**src/rtl/alu_cmd_ctrl.sv**
```systemverilog
// alu_cmd_ctrl: assembles ALU command frames from an RX byte stream, fires the
// ALU for one cycle, captures its result and returns it low byte first on a
// valid/ready byte channel.
module alu_cmd_ctrl #(
  parameter int                    DATA_WIDTH  = 8,
  parameter int                    OUT_WIDTH   = 2 * DATA_WIDTH,
  parameter logic [DATA_WIDTH-1:0] CMD_ALU_OP  = 8'hCC,
  parameter logic [DATA_WIDTH-1:0] CMD_ALU_NOP = 8'hDD
) (
  input  logic                  CLK,
  input  logic                  rst_n,
  input  logic [DATA_WIDTH-1:0] RX_P_DATA,
  input  logic                  RX_D_VLD,
  output logic                  ALU_EN,
  output logic [3:0]            ALU_FUN,
  output logic [DATA_WIDTH-1:0] ALU_A,
  output logic [DATA_WIDTH-1:0] ALU_B,
  input  logic [OUT_WIDTH-1:0]  ALU_OUT,
  input  logic                  ALU_OUT_VLD,
  output logic [DATA_WIDTH-1:0] TX_P_DATA,
  output logic                  TX_D_VLD,
  input  logic                  TX_READY,
  output logic                  CMD_ERR,
  output logic                  OVR_ERR
);

  typedef enum logic [2:0] {
    IDLE     = 3'd0,
    GET_A    = 3'd1,
    GET_B    = 3'd2,
    GET_FUN  = 3'd3,
    ALU_RUN  = 3'd4,
    WAIT_RES = 3'd5,
    SEND_LO  = 3'd6,
    SEND_HI  = 3'd7
  } state_e;

  state_e                  state_reg,   state_next;
  logic                    alu_en_reg,  alu_en_next;
  logic [3:0]              alu_fun_reg, alu_fun_next;
  logic [DATA_WIDTH-1:0]   alu_a_reg,   alu_a_next;
  logic [DATA_WIDTH-1:0]   alu_b_reg,   alu_b_next;
  logic [OUT_WIDTH-1:0]    result_reg,  result_next;
  logic [DATA_WIDTH-1:0]   tx_data_reg, tx_data_next;
  logic                    tx_vld_reg,  tx_vld_next;
  logic                    cmd_err_reg, cmd_err_next;
  logic                    ovr_err_reg, ovr_err_next;

  // Every output comes straight from a register; the next-state logic below
  // sets each one on the transition into the state that owns it.
  assign ALU_EN    = alu_en_reg;
  assign ALU_FUN   = alu_fun_reg;
  assign ALU_A     = alu_a_reg;
  assign ALU_B     = alu_b_reg;
  assign TX_P_DATA = tx_data_reg;
  assign TX_D_VLD  = tx_vld_reg;
  assign CMD_ERR   = cmd_err_reg;
  assign OVR_ERR   = ovr_err_reg;

  // State and output registers, cleared asynchronously.
  always_ff @(posedge CLK or negedge rst_n) begin
    if (!rst_n) begin
      state_reg   <= IDLE;
      alu_en_reg  <= 1'b0;
      alu_fun_reg <= '0;
      alu_a_reg   <= '0;
      alu_b_reg   <= '0;
      result_reg  <= '0;
      tx_data_reg <= '0;
      tx_vld_reg  <= 1'b0;
      cmd_err_reg <= 1'b0;
      ovr_err_reg <= 1'b0;
    end else begin
      state_reg   <= state_next;
      alu_en_reg  <= alu_en_next;
      alu_fun_reg <= alu_fun_next;
      alu_a_reg   <= alu_a_next;
      alu_b_reg   <= alu_b_next;
      result_reg  <= result_next;
      tx_data_reg <= tx_data_next;
      tx_vld_reg  <= tx_vld_next;
      cmd_err_reg <= cmd_err_next;
      ovr_err_reg <= ovr_err_next;
    end
  end

  // Next-state and next-output decode. Pulses default low; held values
  // (operands, result, TX byte) default to their current contents.
  always_comb begin
    state_next   = state_reg;
    alu_en_next  = 1'b0;
    alu_fun_next = alu_fun_reg;
    alu_a_next   = alu_a_reg;
    alu_b_next   = alu_b_reg;
    result_next  = result_reg;
    tx_data_next = tx_data_reg;
    tx_vld_next  = tx_vld_reg;
    cmd_err_next = 1'b0;
    ovr_err_next = 1'b0;

    case (state_reg)
      IDLE: begin
        if (RX_D_VLD) begin
          if (RX_P_DATA == CMD_ALU_OP) begin
            state_next = GET_A;
          end else if (RX_P_DATA == CMD_ALU_NOP) begin
            state_next = GET_FUN;
          end else begin
            cmd_err_next = 1'b1;
          end
        end
      end
      GET_A: begin
        if (RX_D_VLD) begin
          alu_a_next = RX_P_DATA;
          state_next = GET_B;
        end
      end
      GET_B: begin
        if (RX_D_VLD) begin
          alu_b_next = RX_P_DATA;
          state_next = GET_FUN;
        end
      end
      GET_FUN: begin
        // ALU_EN is raised here so that it is high exactly while in ALU_RUN.
        if (RX_D_VLD) begin
          alu_fun_next = RX_P_DATA[3:0];
          alu_en_next  = 1'b1;
          state_next   = ALU_RUN;
        end
      end
      ALU_RUN: begin
        ovr_err_next = RX_D_VLD;
        state_next   = WAIT_RES;
      end
      WAIT_RES: begin
        // Low byte is loaded together with the result so TX_D_VLD rises with
        // valid data on entry to SEND_LO.
        ovr_err_next = RX_D_VLD;
        if (ALU_OUT_VLD) begin
          result_next  = ALU_OUT;
          tx_data_next = ALU_OUT[DATA_WIDTH-1:0];
          tx_vld_next  = 1'b1;
          state_next   = SEND_LO;
        end
      end
      SEND_LO: begin
        // TX_D_VLD stays high into SEND_HI, giving one byte per cycle.
        ovr_err_next = RX_D_VLD;
        if (TX_READY) begin
          tx_data_next = result_reg[OUT_WIDTH-1:DATA_WIDTH];
          state_next   = SEND_HI;
        end
      end
      SEND_HI: begin
        ovr_err_next = RX_D_VLD;
        if (TX_READY) begin
          tx_vld_next = 1'b0;
          state_next  = IDLE;
        end
      end
      default: begin
        state_next = IDLE;
      end
    endcase
  end

endmodule

```
**config.mk**
```make
export PLATFORM = sky130hd
export DESIGN_NAME = alu_cmd_ctrl
export DESIGN_NICKNAME = d
export VERILOG_FILES = /design/src/rtl/alu_cmd_ctrl.sv
export SDC_FILE = /design/constraint.sdc
export NUM_CORES = 1
export LEC_CHECK = 0
export BUFFER_PORTS_ARGS = -buffer_cell sky130_fd_sc_hd__clkbuf_2
export CAP_MARGIN = 15
export CORE_AREA = 4 4 71 73
export DETAILED_ROUTE_END_ITERATION = 8
export DIE_AREA = 0 0 75 77
export PLACE_DENSITY = 0.8
export SYNTH_ARGS = -nofsm -noshare
export SYNTH_HDL_FRONTEND = slang
export SYNTH_SLANG_ARGS = --single-unit
```
**constraint.sdc**
```tcl
create_clock -name CLK -period 1.6 [get_ports CLK]
set_input_delay 0.32 -clock CLK [delete_from_list [all_inputs] [get_ports CLK]]
set_output_delay 0.32 -clock CLK [all_outputs]
set_load 0.03 [all_outputs]
```
* Word-level counts from Yosys, hierarchy flattened *
Cells that the tools add are included.

word-level totals
  bits in registers = 51
  input port bits = 29
  output and inout bits = 32
  word-level logic and storage cells = 61

cells by class
  eq/ne operators = 17
  muxes and demuxes = 23
  reductions and logical operators = 11

operators by type and width
  cell                  number
  $mux W3               9
  $pmux W3 S8           1
  $eq A8 B8 Y1 const B  2
  $mux W8               2
  $pmux W8 S2           1
  $ne A2 B2 Y1 const B  7
  $eq A3 B3 Y1 const B  4
  $mux W1               9
  $reduce_and A2 Y1     4
  $reduce_and A8 Y1     1
  $eq A3 B2 Y1 const B  2
  $reduce_and A3 Y1     2
  $reduce_bool A2 Y1    2
  $reduce_or A4 Y1      1
  $eq A3 B1 Y1 const B  1
  $logic_not A3 Y1      1
  $ne A3 B3 Y1 const B  1
  $pmux W1 S2           1

* Longest topological paths before layout *
Gate-level depths: netlist of the first run.

  depth in word-level cells = 5
  gate-level depth with buffers = 4
  gate-level depth less buffers = 3

* Worst setup path after synthesis of the first run *
OpenSTA, ideal clock, no wires.

  path kind = reg2reg
  from = reg state_reg[0]
  to = reg tx_data_reg[0] (netlist: TX_P_DATA[0])
  setup time = 0.125 ns
  data arrival time = 1.334 ns
  data required time = 1.475 ns
  path slack = 0.141 ns
  stages on the path, launching flop included = 5
  path buffers = 1
  clock period less this slack = 1.459 ns
  cell sequence = dfrtp_1 > buf_6 > nand3b_1 > a21boi_4 > mux2_2

between the ends
  word-level cells in the longest chain between the ends = 3
  elaborated cells between the ends (all ways) = 7
  classes of those cells = eq/ne (4); mux (1); reduce/logical (2)

RTL lines
  item                                                          line  RTL
  from (decl)                                                   38    state_e state_reg, state_next;
  from (signal assigned)                                        74    state_reg <= state_next;
  $eq A3 B3 Y1                                                  101   case (state_reg)
  $ne A2 B2 Y1 (no line) or $reduce_bool A2 Y1 (tied branches)  -
  $reduce_and A3 Y1 (no line)                                   -
  to (signal assigned)                                          80    tx_data_reg <= tx_data_next;
  to (decl)                                                     44    logic [DATA_WIDTH-1:0] tx_data_reg, tx_data_next;

Parallel ways exist; a longest one is shown, timed or not.
A chain may end at the register's enable or synchronous reset.

* Worst setup path after layout of the first run *
  from = reg state_reg[1]
  to = reg tx_data_reg[0] (netlist: TX_P_DATA[0])

The elaborated chain is that of the path after synthesis.

==> impl_results.html, run 1 <==
<table>
<tr><th>Metric</th><th>Value</th></tr>
<tr><th colspan="2">Status</th></tr>
<tr><td>Run status</td><td>complete, no violations</td></tr>
<tr><th colspan="2">Pwr</th></tr>
<tr><td>Combinational power share</td><td>49.3%</td></tr>
<tr><td>Power share of the clock group</td><td>13.1%</td></tr>
<tr><td>Cell internal power dissipation</td><td>3090 uW</td></tr>
<tr><td>Switching Share</td><td>40.3%</td></tr>
<tr><td>Sequential power share</td><td>37.6%</td></tr>
<tr><td>Leakage power of the design</td><td>0.00119 uW</td></tr>
<tr><td>Switching power</td><td>2080 uW</td></tr>
<tr><td>Worst voltage drop across the vdd grid</td><td>1230 uV</td></tr>
<tr><td>Tot Pwr</td><td>5170 uW</td></tr>
<tr><td>Power per cell area</td><td>2110 nW/um^2</td></tr>
<tr><th colspan="2">Yosys</th></tr>
<tr><td>Number of register bits inferred by synthesis</td><td>43</td></tr>
<tr><td>Post-synthesis area per instance</td><td>14.8 sq um</td></tr>
<tr><td>Top_reg_cell synth</td><td>dfrtp_1</td></tr>
<tr><td>Cell area after synthesis</td><td>1910 sq um</td></tr>
<tr><td>Area contributors post-synth</td><td>dfrtp_1 (56%), mux2_2 (27%), nor3b_4 (2.0%)</td></tr>
<tr><td>Most instantiated cells after synthesis</td><td>mux2_2 (45), dfrtp_1 (43), nand2_1 (5)</td></tr>
<tr><td>Number of flops mapped to enable cells by yosys</td><td>0</td></tr>
<tr><td>Async SR Flop Fraction</td><td>100%</td></tr>
<tr><td>Top cell type's share of synthesized area</td><td>56.4%</td></tr>
<tr><td>Post-Synthesis Cells</td><td>129</td></tr>
<tr><td>Synth area leader</td><td>dfrtp_1</td></tr>
<tr><td>Part of the Yosys area used for sequential elements</td><td>56.4%</td></tr>
<tr><td>Post-Syn Nets</td><td>158</td></tr>
<tr><td>Most frequently used cell type in the post-synthesis netlist</td><td>mux2_2</td></tr>
<tr><td>Count of distinct cell types in the synthesized netlist</td><td>30</td></tr>
<tr><td>Synth Warn #</td><td>0</td></tr>
<tr><th colspan="2">Place</th></tr>
<tr><td>IO Port Bufs</td><td>60</td></tr>
<tr><td>HPWL after detailed placement</td><td>2850 microns</td></tr>
<tr><td>Post-place setup slack</td><td>0.0322 ns</td></tr>
<tr><td>Final weighted congestion in routability-driven placement</td><td>0.781</td></tr>
<tr><td>Number of placed instances, taps included</td><td>246</td></tr>
<tr><th colspan="2">Cells and area</th></tr>
<tr><td>Antenna cells</td><td>0</td></tr>
<tr><td>Utilization after layout</td><td>56.2%</td></tr>
<tr><td>Count of fill cells added during filler insertion</td><td>362</td></tr>
<tr><td>Ratio of cells with drive above 1 in the final layout</td><td>64.9%</td></tr>
<tr><td>Post-Layout Cell Count</td><td>254</td></tr>
<tr><td>Area Overhead vs Synth</td><td>28.2%</td></tr>
<tr><td>Final-stage net count</td><td>231</td></tr>
<tr><th colspan="2">GRT</th></tr>
<tr><td>Initial antenna violation count</td><td>0</td></tr>
<tr><td>Met1 Resource Use GR</td><td>15.6%</td></tr>
<tr><td>Most Used Layer, Global Route</td><td>met2</td></tr>
<tr><td>Total congestion overflow after global routing</td><td>0</td></tr>
<tr><td>Met3 demand-to-capacity share in global routing</td><td>7.97%</td></tr>
<tr><td>Maximum number of pins on one net before global-route repair</td><td>44</td></tr>
<tr><td>Vias in the first global route</td><td>1334</td></tr>
<tr><td>Global routing usage on met2</td><td>22.4%</td></tr>
<tr><td>GRT Resource Usage Total</td><td>14.0%</td></tr>
<tr><td>Global-route wire length before repair</td><td>6120 microns</td></tr>
<tr><th colspan="2">STA</th></tr>
<tr><td>Number of pins with negative max-slew slack in the final report</td><td>0</td></tr>
<tr><td>Tightest slew margin relative to the limit</td><td>65.0%</td></tr>
<tr><td>Post-route clock skew</td><td>0.00374 ns</td></tr>
<tr><td>Highest achievable clock rate</td><td>669 MHz</td></tr>
<tr><td>Final worst path period share</td><td>93.4%</td></tr>
<tr><td>Worst-Margin Slew</td><td>0.525 ns</td></tr>
<tr><td>Endpoints failing setup</td><td>0</td></tr>
<tr><td>Shortest period the worst path allows</td><td>1.49 ns</td></tr>
<tr><td>Setup repair after global routing missed its margin</td><td>false</td></tr>
<tr><td>Worst setup slack after layout</td><td>0.106 ns</td></tr>
<tr><td>Final Hold Vio Count</td><td>0</td></tr>
<tr><td>Setup tns final</td><td>0 ns</td></tr>
<tr><th colspan="2">Clock tree</th></tr>
<tr><td>Clk_lat worst skew</td><td>0.29 ns</td></tr>
<tr><td>Number of clock buffers inserted by TritonCTS</td><td>5</td></tr>
<tr><td>Hold buffer count at cts</td><td>0</td></tr>
<tr><td>Number of H-tree levels</td><td>2</td></tr>
<tr><td>Clk pin slew, worst setup/hold paths</td><td>0.07 ns</td></tr>
<tr><td>Maximum clock path buffer count</td><td>2</td></tr>
<tr><td>Clock root buffer</td><td>clkbuf_8</td></tr>
<tr><td>Clk sinks</td><td>43</td></tr>
<tr><td>TritonCTS clock tree</td><td>done</td></tr>
<tr><th colspan="2">Floorplan</th></tr>
<tr><td>Number of ports placed on the die boundary</td><td>61</td></tr>
<tr><td>Area of the core region</td><td>4350 sq um</td></tr>
<tr><td>Area enclosed by the die boundary</td><td>5780 sq um</td></tr>
<tr><td>Die height</td><td>77 microns</td></tr>
<tr><td>Standard-cell row count</td><td>24</td></tr>
<tr><td>Starting Density</td><td>43.8%</td></tr>
<tr><td>Horizontal die dimension</td><td>75 microns</td></tr>
<tr><th colspan="2">Critical path</th></tr>
<tr><td>Element type at the critical path start</td><td>flop</td></tr>
<tr><td>Maximum fanout along the worst path</td><td>10</td></tr>
<tr><td>Delay of the slowest cell on the worst path</td><td>0.48 ns</td></tr>
<tr><td>Data required, critical path</td><td>1.78 ns</td></tr>
<tr><td>Cell with the largest stage delay on the worst path</td><td>dfrtp_2</td></tr>
<tr><td>Cell chain of the critical path</td><td>nand3b_1, a21boi_4, buf_12, mux2_2</td></tr>
<tr><td>Kind of end point of the critical path</td><td>flop</td></tr>
<tr><td>Count of buffering cells on the critical path with inverters included</td><td>1</td></tr>
<tr><td>Number of cells on the critical path</td><td>4</td></tr>
<tr><td>Top Family by Delay on Critical Path</td><td>flip-flops</td></tr>
<tr><td>Arrival time of the worst setup path</td><td>1.67 ns</td></tr>
<tr><td>Length in cells of the worst reg-to-reg path</td><td>4</td></tr>
<tr><td>Worst Setup Path Type</td><td>flop to flop</td></tr>
<tr><th colspan="2">Detailed routing</th></tr>
<tr><td>Vias after detailed routing</td><td>1275</td></tr>
<tr><td>Post-detailed-route count of antenna-violating nets</td><td>0</td></tr>
<tr><td>Initial DRT Pass Iterations</td><td>4</td></tr>
<tr><td>DRC Markers</td><td>0</td></tr>
<tr><td>First-iteration detailed-routing DRC count</td><td>50</td></tr>
<tr><td>Avg WL per Cell</td><td>14.5 microns</td></tr>
<tr><td>Final Routed Wirelength</td><td>3690 microns</td></tr>
<tr><td>Number of vias per cell after detailed routing</td><td>5.02</td></tr>
<tr><th colspan="2">Min path</th></tr>
<tr><td>Path type of the worst min-delay path</td><td>primary input to async pin</td></tr>
<tr><th colspan="2">Flow run</th></tr>
<tr><td>Number of max-cap violations</td><td>0</td></tr>
</table>
placed cells by master, fill, tap and decap left out, types with 2 or more instances in the layout:
cell / synthesis / layout
buf_4: 0 / 7
nor3b_4: 2 / 2
o21ai_0: 3 / 3
nor2_1: 2 / 2
dfrtp_1: 43 / 41
clkbuf_2: 0 / 60
nand2_1: 5 / 5
nand3b_1: 2 / 2
nor3_1: 2 / 2
dfrtp_2: 0 / 2
clkbuf_8: 0 / 6
inv_1: 2 / 2
buf_12: 0 / 3
mux2_2: 45 / 45
layer usage:
| layer | part of all wire [%] | vias up |
|---|---|---|
| met4 | 1.2 | 0 |
| met2 | 46 | 53 |
| met3 | 12 | 5 |
| met5 | 0 | - |
| met1 | 41 | 605 |
| li1 | - | 612 |
worst paths after layout:
kind | startpoint | to | slack (ns)
min reg2reg | result_reg[11] | result_reg[11] | 0.51
max reg2reg | state_reg[1] | TX_P_DATA[0] | 0.11
min in group CLK | ALU_OUT[12] | result_reg[12] | 0.26
min | rst_n | result_reg[8] | 0.09
max in group asynchronous | rst_n | state_reg[1] | 1.13
max | state_reg[1] | TX_P_DATA[0] | 0.11
area by class of cell:
type	count	area (sq um)	share of cell area (%)
sequential	43	1080	44.1
multi-input combinational	80	795	32.5
timing repair buffer	70	413	16.9
clock buffer	6	82.6	3.38
tap	52	65.1	2.66
inverter	2	7.51	0.307
clock inverter	1	5.00	0.205
cells by family (layout without fill, tap and decap cells):
logic type             count (synthesis)  in the layout  share of synthesized area (%)
flip-flops                            43             43                           56.4
buffers and inverters                  6             79                           2.43
multiplexers                          46             46                           27.1
AND/OR/NAND/NOR                       22             22                           9.18
XOR/XNOR                               1              1                          0.459
AO/OA/AOI/OAI                         11             11                           4.46
power groups by stage:
stage	combinational, uW	clock, uW	sequential (uW)
6_report	2550	679	1940
5_1_grt	2740	751	2030
4_1_cts	2540	708	1940
3_5_place_dp	2540	0	1950
3_3_place_gp	2500	0	1940
2_1_floorplan	1090	0	2650
what timing repair did:
item | 4_1_cts | 5_1_grt
gates resized for setup | 0 | 3
endpoints found under the hold margin | 0 | 0
setup endpoints to repair | 0 | 9
buffers inserted | 0 | 1
metrics by stage:
step	area, sq um	hold WS [ns]
global route	2450	0.128
floorplan	1910	0.0244
global placement	2330	0.425
finish	2450	0.0914
detailed placement	2330	0.425
CTS	2410	0.103
(Power assumes the default switching activity.)
==> run 2: changes to the inputs <==
--- a/config.mk
+++ b/config.mk
@@ -12,4 +12,6 @@
 export DIE_AREA = 0 0 75 77
 export PLACE_DENSITY = 0.8
+export SKIP_LAST_GASP = 1
+export SLEW_MARGIN = 40
 export SYNTH_ARGS = -nofsm -noshare
 export SYNTH_HDL_FRONTEND = slang
==> constraint.sdc (replaced) <==
create_clock -name CLK -period 1.6 [get_ports CLK]
set_input_delay 0.32 -clock CLK [delete_from_list [all_inputs] [get_ports CLK]]
set_output_delay 0.32 -clock CLK [all_outputs]
set_load 0.05 [all_outputs]
==> impl_results.html, run 2 (synthesized netlist as in run 1, its figures left out) <==
<table>
<tr><th>Metric</th><th>Value</th></tr>
<tr><th colspan="2">Status</th></tr>
<tr><td>Run status</td><td>complete, no violations</td></tr>
<tr><th colspan="2">Cells and area</th></tr>
<tr><td>Final-stage net count</td><td>231 (unchanged)</td></tr>
<tr><td>Ratio of cells with drive above 1 in the final layout</td><td>64.4% (-0.50 points)</td></tr>
<tr><td>Commonest cells after routing, fill and taps aside</td><td>clkbuf_2 (60), mux2_2 (45), dfrtp_1 (42), buf_4 (7), clkbuf_8 (6)</td></tr>
<tr><td>Post-Layout Cell Count</td><td>254 (unchanged)</td></tr>
<tr><td>Most common cell after layout, fill and taps aside</td><td>clkbuf_2</td></tr>
<tr><td>Antenna cells</td><td>0 (unchanged)</td></tr>
<tr><td>Area Overhead vs Synth</td><td>28.1% (about the same)</td></tr>
<tr><th colspan="2">GRT</th></tr>
<tr><td>Initial antenna violation count</td><td>0 (unchanged)</td></tr>
<tr><td>GRT Resource Usage Total</td><td>14.0% (unchanged)</td></tr>
<tr><td>Maximum number of pins on one net before global-route repair</td><td>44 (unchanged)</td></tr>
<tr><td>Vias in the first global route</td><td>1334 (unchanged)</td></tr>
<tr><td>Global-route wire length before repair</td><td>6120 microns (unchanged)</td></tr>
<tr><td>Total congestion overflow after global routing</td><td>0 (unchanged)</td></tr>
<tr><th colspan="2">Floorplan</th></tr>
<tr><td>Area enclosed by the die boundary</td><td>5780 sq um (unchanged)</td></tr>
<tr><td>Die height</td><td>77 microns (unchanged)</td></tr>
<tr><td>Area of the core region</td><td>4350 sq um (unchanged)</td></tr>
<tr><td>Horizontal die dimension</td><td>75 microns (unchanged)</td></tr>
<tr><td>Standard-cell row count</td><td>24 (unchanged)</td></tr>
<tr><td>Starting Density</td><td>43.8% (unchanged)</td></tr>
<tr><td>Number of ports placed on the die boundary</td><td>61 (unchanged)</td></tr>
<tr><th colspan="2">Pwr</th></tr>
<tr><td>Tot Pwr</td><td>5760 uW (+11%)</td></tr>
<tr><td>Worst voltage drop across the vdd grid</td><td>1500 uV (+22%)</td></tr>
<tr><td>Leakage power of the design</td><td>0.00119 uW (about the same)</td></tr>
<tr><td>Power per cell area</td><td>2350 nW/um^2 (+11%)</td></tr>
<tr><th colspan="2">Place</th></tr>
<tr><td>Final weighted congestion in routability-driven placement</td><td>0.781 (unchanged)</td></tr>
<tr><td>HPWL after detailed placement</td><td>2850 microns (unchanged)</td></tr>
<tr><td>IO Port Bufs</td><td>60 (unchanged)</td></tr>
<tr><td>Post-place setup slack</td><td>0.0322 ns (unchanged)</td></tr>
<tr><td>Number of placed instances, taps included</td><td>246 (unchanged)</td></tr>
<tr><th colspan="2">Detailed routing</th></tr>
<tr><td>First-iteration detailed-routing DRC count</td><td>50 (unchanged)</td></tr>
<tr><td>DRC Markers</td><td>0 (unchanged)</td></tr>
<tr><td>Post-detailed-route count of antenna-violating nets</td><td>0 (unchanged)</td></tr>
<tr><td>Vias after detailed routing</td><td>1275 (unchanged)</td></tr>
<tr><td>Avg WL per Cell</td><td>14.5 microns (unchanged)</td></tr>
<tr><td>Number of vias per cell after detailed routing</td><td>5.02 (unchanged)</td></tr>
<tr><td>Initial DRT Pass Iterations</td><td>4 (unchanged)</td></tr>
<tr><td>Final Routed Wirelength</td><td>3690 microns (unchanged)</td></tr>
<tr><th colspan="2">STA</th></tr>
<tr><td>Post-route clock skew</td><td>0.00374 ns (-0.00000124 ns)</td></tr>
<tr><td>Setup repair after global routing missed its margin</td><td>true</td></tr>
<tr><td>Tightest slew margin relative to the limit</td><td>65.0% (about the same)</td></tr>
<tr><td>Highest achievable clock rate</td><td>657 MHz (-1.8%)</td></tr>
<tr><td>Setup tns final</td><td>0 ns (unchanged)</td></tr>
<tr><td>Final worst path period share</td><td>95.1% (+1.7 points)</td></tr>
<tr><td>Shortest period the worst path allows</td><td>1.52 ns (+0.0275 ns)</td></tr>
<tr><td>Worst setup slack after layout</td><td>0.0785 ns (-0.0275 ns)</td></tr>
<tr><td>Number of pins with negative max-slew slack in the final report</td><td>0 (unchanged)</td></tr>
<tr><td>Worst-Margin Slew</td><td>0.525 ns (+0.0000548 ns)</td></tr>
<tr><td>Endpoints failing setup</td><td>0 (unchanged)</td></tr>
<tr><td>Final Hold Vio Count</td><td>0 (unchanged)</td></tr>
<tr><th colspan="2">Critical path</th></tr>
<tr><td>Worst Setup Path Type</td><td>flop to flop</td></tr>
<tr><td>Arrival time of the worst setup path</td><td>1.70 ns (+0.03 ns)</td></tr>
<tr><td>Kind of end point of the critical path</td><td>flop</td></tr>
<tr><td>Data required, critical path</td><td>1.78 ns (about the same)</td></tr>
<tr><td>Maximum fanout along the worst path</td><td>8 (-2)</td></tr>
<tr><td>Element type at the critical path start</td><td>flop</td></tr>
<tr><th colspan="2">Clock tree</th></tr>
<tr><td>Clk_lat worst skew</td><td>0.29 ns (about the same)</td></tr>
<tr><td>Maximum clock path buffer count</td><td>2 (unchanged)</td></tr>
<tr><td>Clk sinks</td><td>43 (unchanged)</td></tr>
<tr><td>Clk pin slew, worst setup/hold paths</td><td>0.07 ns (about the same)</td></tr>
<tr><td>Clock root buffer</td><td>clkbuf_8</td></tr>
<tr><td>Number of H-tree levels</td><td>2 (unchanged)</td></tr>
<tr><td>TritonCTS clock tree</td><td>done</td></tr>
<tr><td>Number of clock buffers inserted by TritonCTS</td><td>5 (unchanged)</td></tr>
<tr><th colspan="2">Flow run</th></tr>
<tr><td>Number of max-cap violations</td><td>0 (unchanged)</td></tr>
<tr><th colspan="2">Min path</th></tr>
<tr><td>Path type of the worst min-delay path</td><td>primary input to async pin</td></tr>
</table>
[run 2: cell counts in the layout (fill, tap and decap cells not counted)]
Identical to the previous run, type by type.
[run 2: where the power goes]
| part | leakage (uW) | internal [uW] | switching [uW] |
|---|---|---|---|
| Combinational | 0.000630 | 1130 | 2010 |
| Clock | 0.0000470 | 338 | 341 |
| Sequential | 0.000518 | 1610 | 327 |
| Total | 0.00119 | 3080 | 2670 |
[run 2: metal layers]
metal	global-route usage [%]	wire, microns	vias to the layer above
met5	0	0	-
met4	4.27	46	0
met3	7.97	435	5
met2	22.4	1710	53
met1	15.6	1510	605
li1	-	-	612
[run 2: through the flow]
| step | util, % | cell area (sq um) | hold slack (ns) |
|---|---|---|---|
| finish | 56.1 | 2440 | 0.0914 |
| global route | 56.1 | 2440 | 0.128 |
| CTS | 55.5 | 2410 | 0.103 |
| detailed placement | 53.4 | 2330 | 0.425 |
| global placement | 53.4 | 2330 | 0.425 |
| floorplan | - | 1910 | 0.0244 |
[run 2: worst paths after layout]
kind,startpoint,slack [ns],to,depth (start not counted)
min in group CLK,ALU_OUT[12],0.26,result_reg[12],2
worst max-delay path,state_reg[2],0.08,ALU_B[3],4
worst min-delay path,rst_n,0.09,result_reg[8],2
max in group asynchronous,rst_n,1.13,state_reg[1],2
worst max register to register,state_reg[2],0.08,ALU_B[3],4
worst min register to register,result_reg[11],0.51,result_reg[11],1
[run 2: layout make-up]
type / count / area [sq um]
Clock inverter: 1 / 5.00
Sequential cell: 43 / 1080
Timing Repair Buffer: 70 / 413
Multi-Input combinational cell: 80 / 795
Inverter: 2 / 7.51
Fill cell: 363 / 1910
Clock buffer: 6 / 82.6
Tap cell: 52 / 65.1
[run 2: worst max-delay path, stage by stage, from the launching register on]
cell and delay [ns]:
dfrtp_1 0.48, nand2b_4 0.21, nor3b_4 0.23, buf_12 0.15, mux2_2 0.33
[run 2: timing repair]
action / 4_1_cts / 5_1_grt
endpoints found under the setup margin: 0 / 9
setup buffers: 0 / 1
endpoints found under the hold margin: 0 / 0
hold buffers: 0 / 0
gates resized for setup: 0 / 2
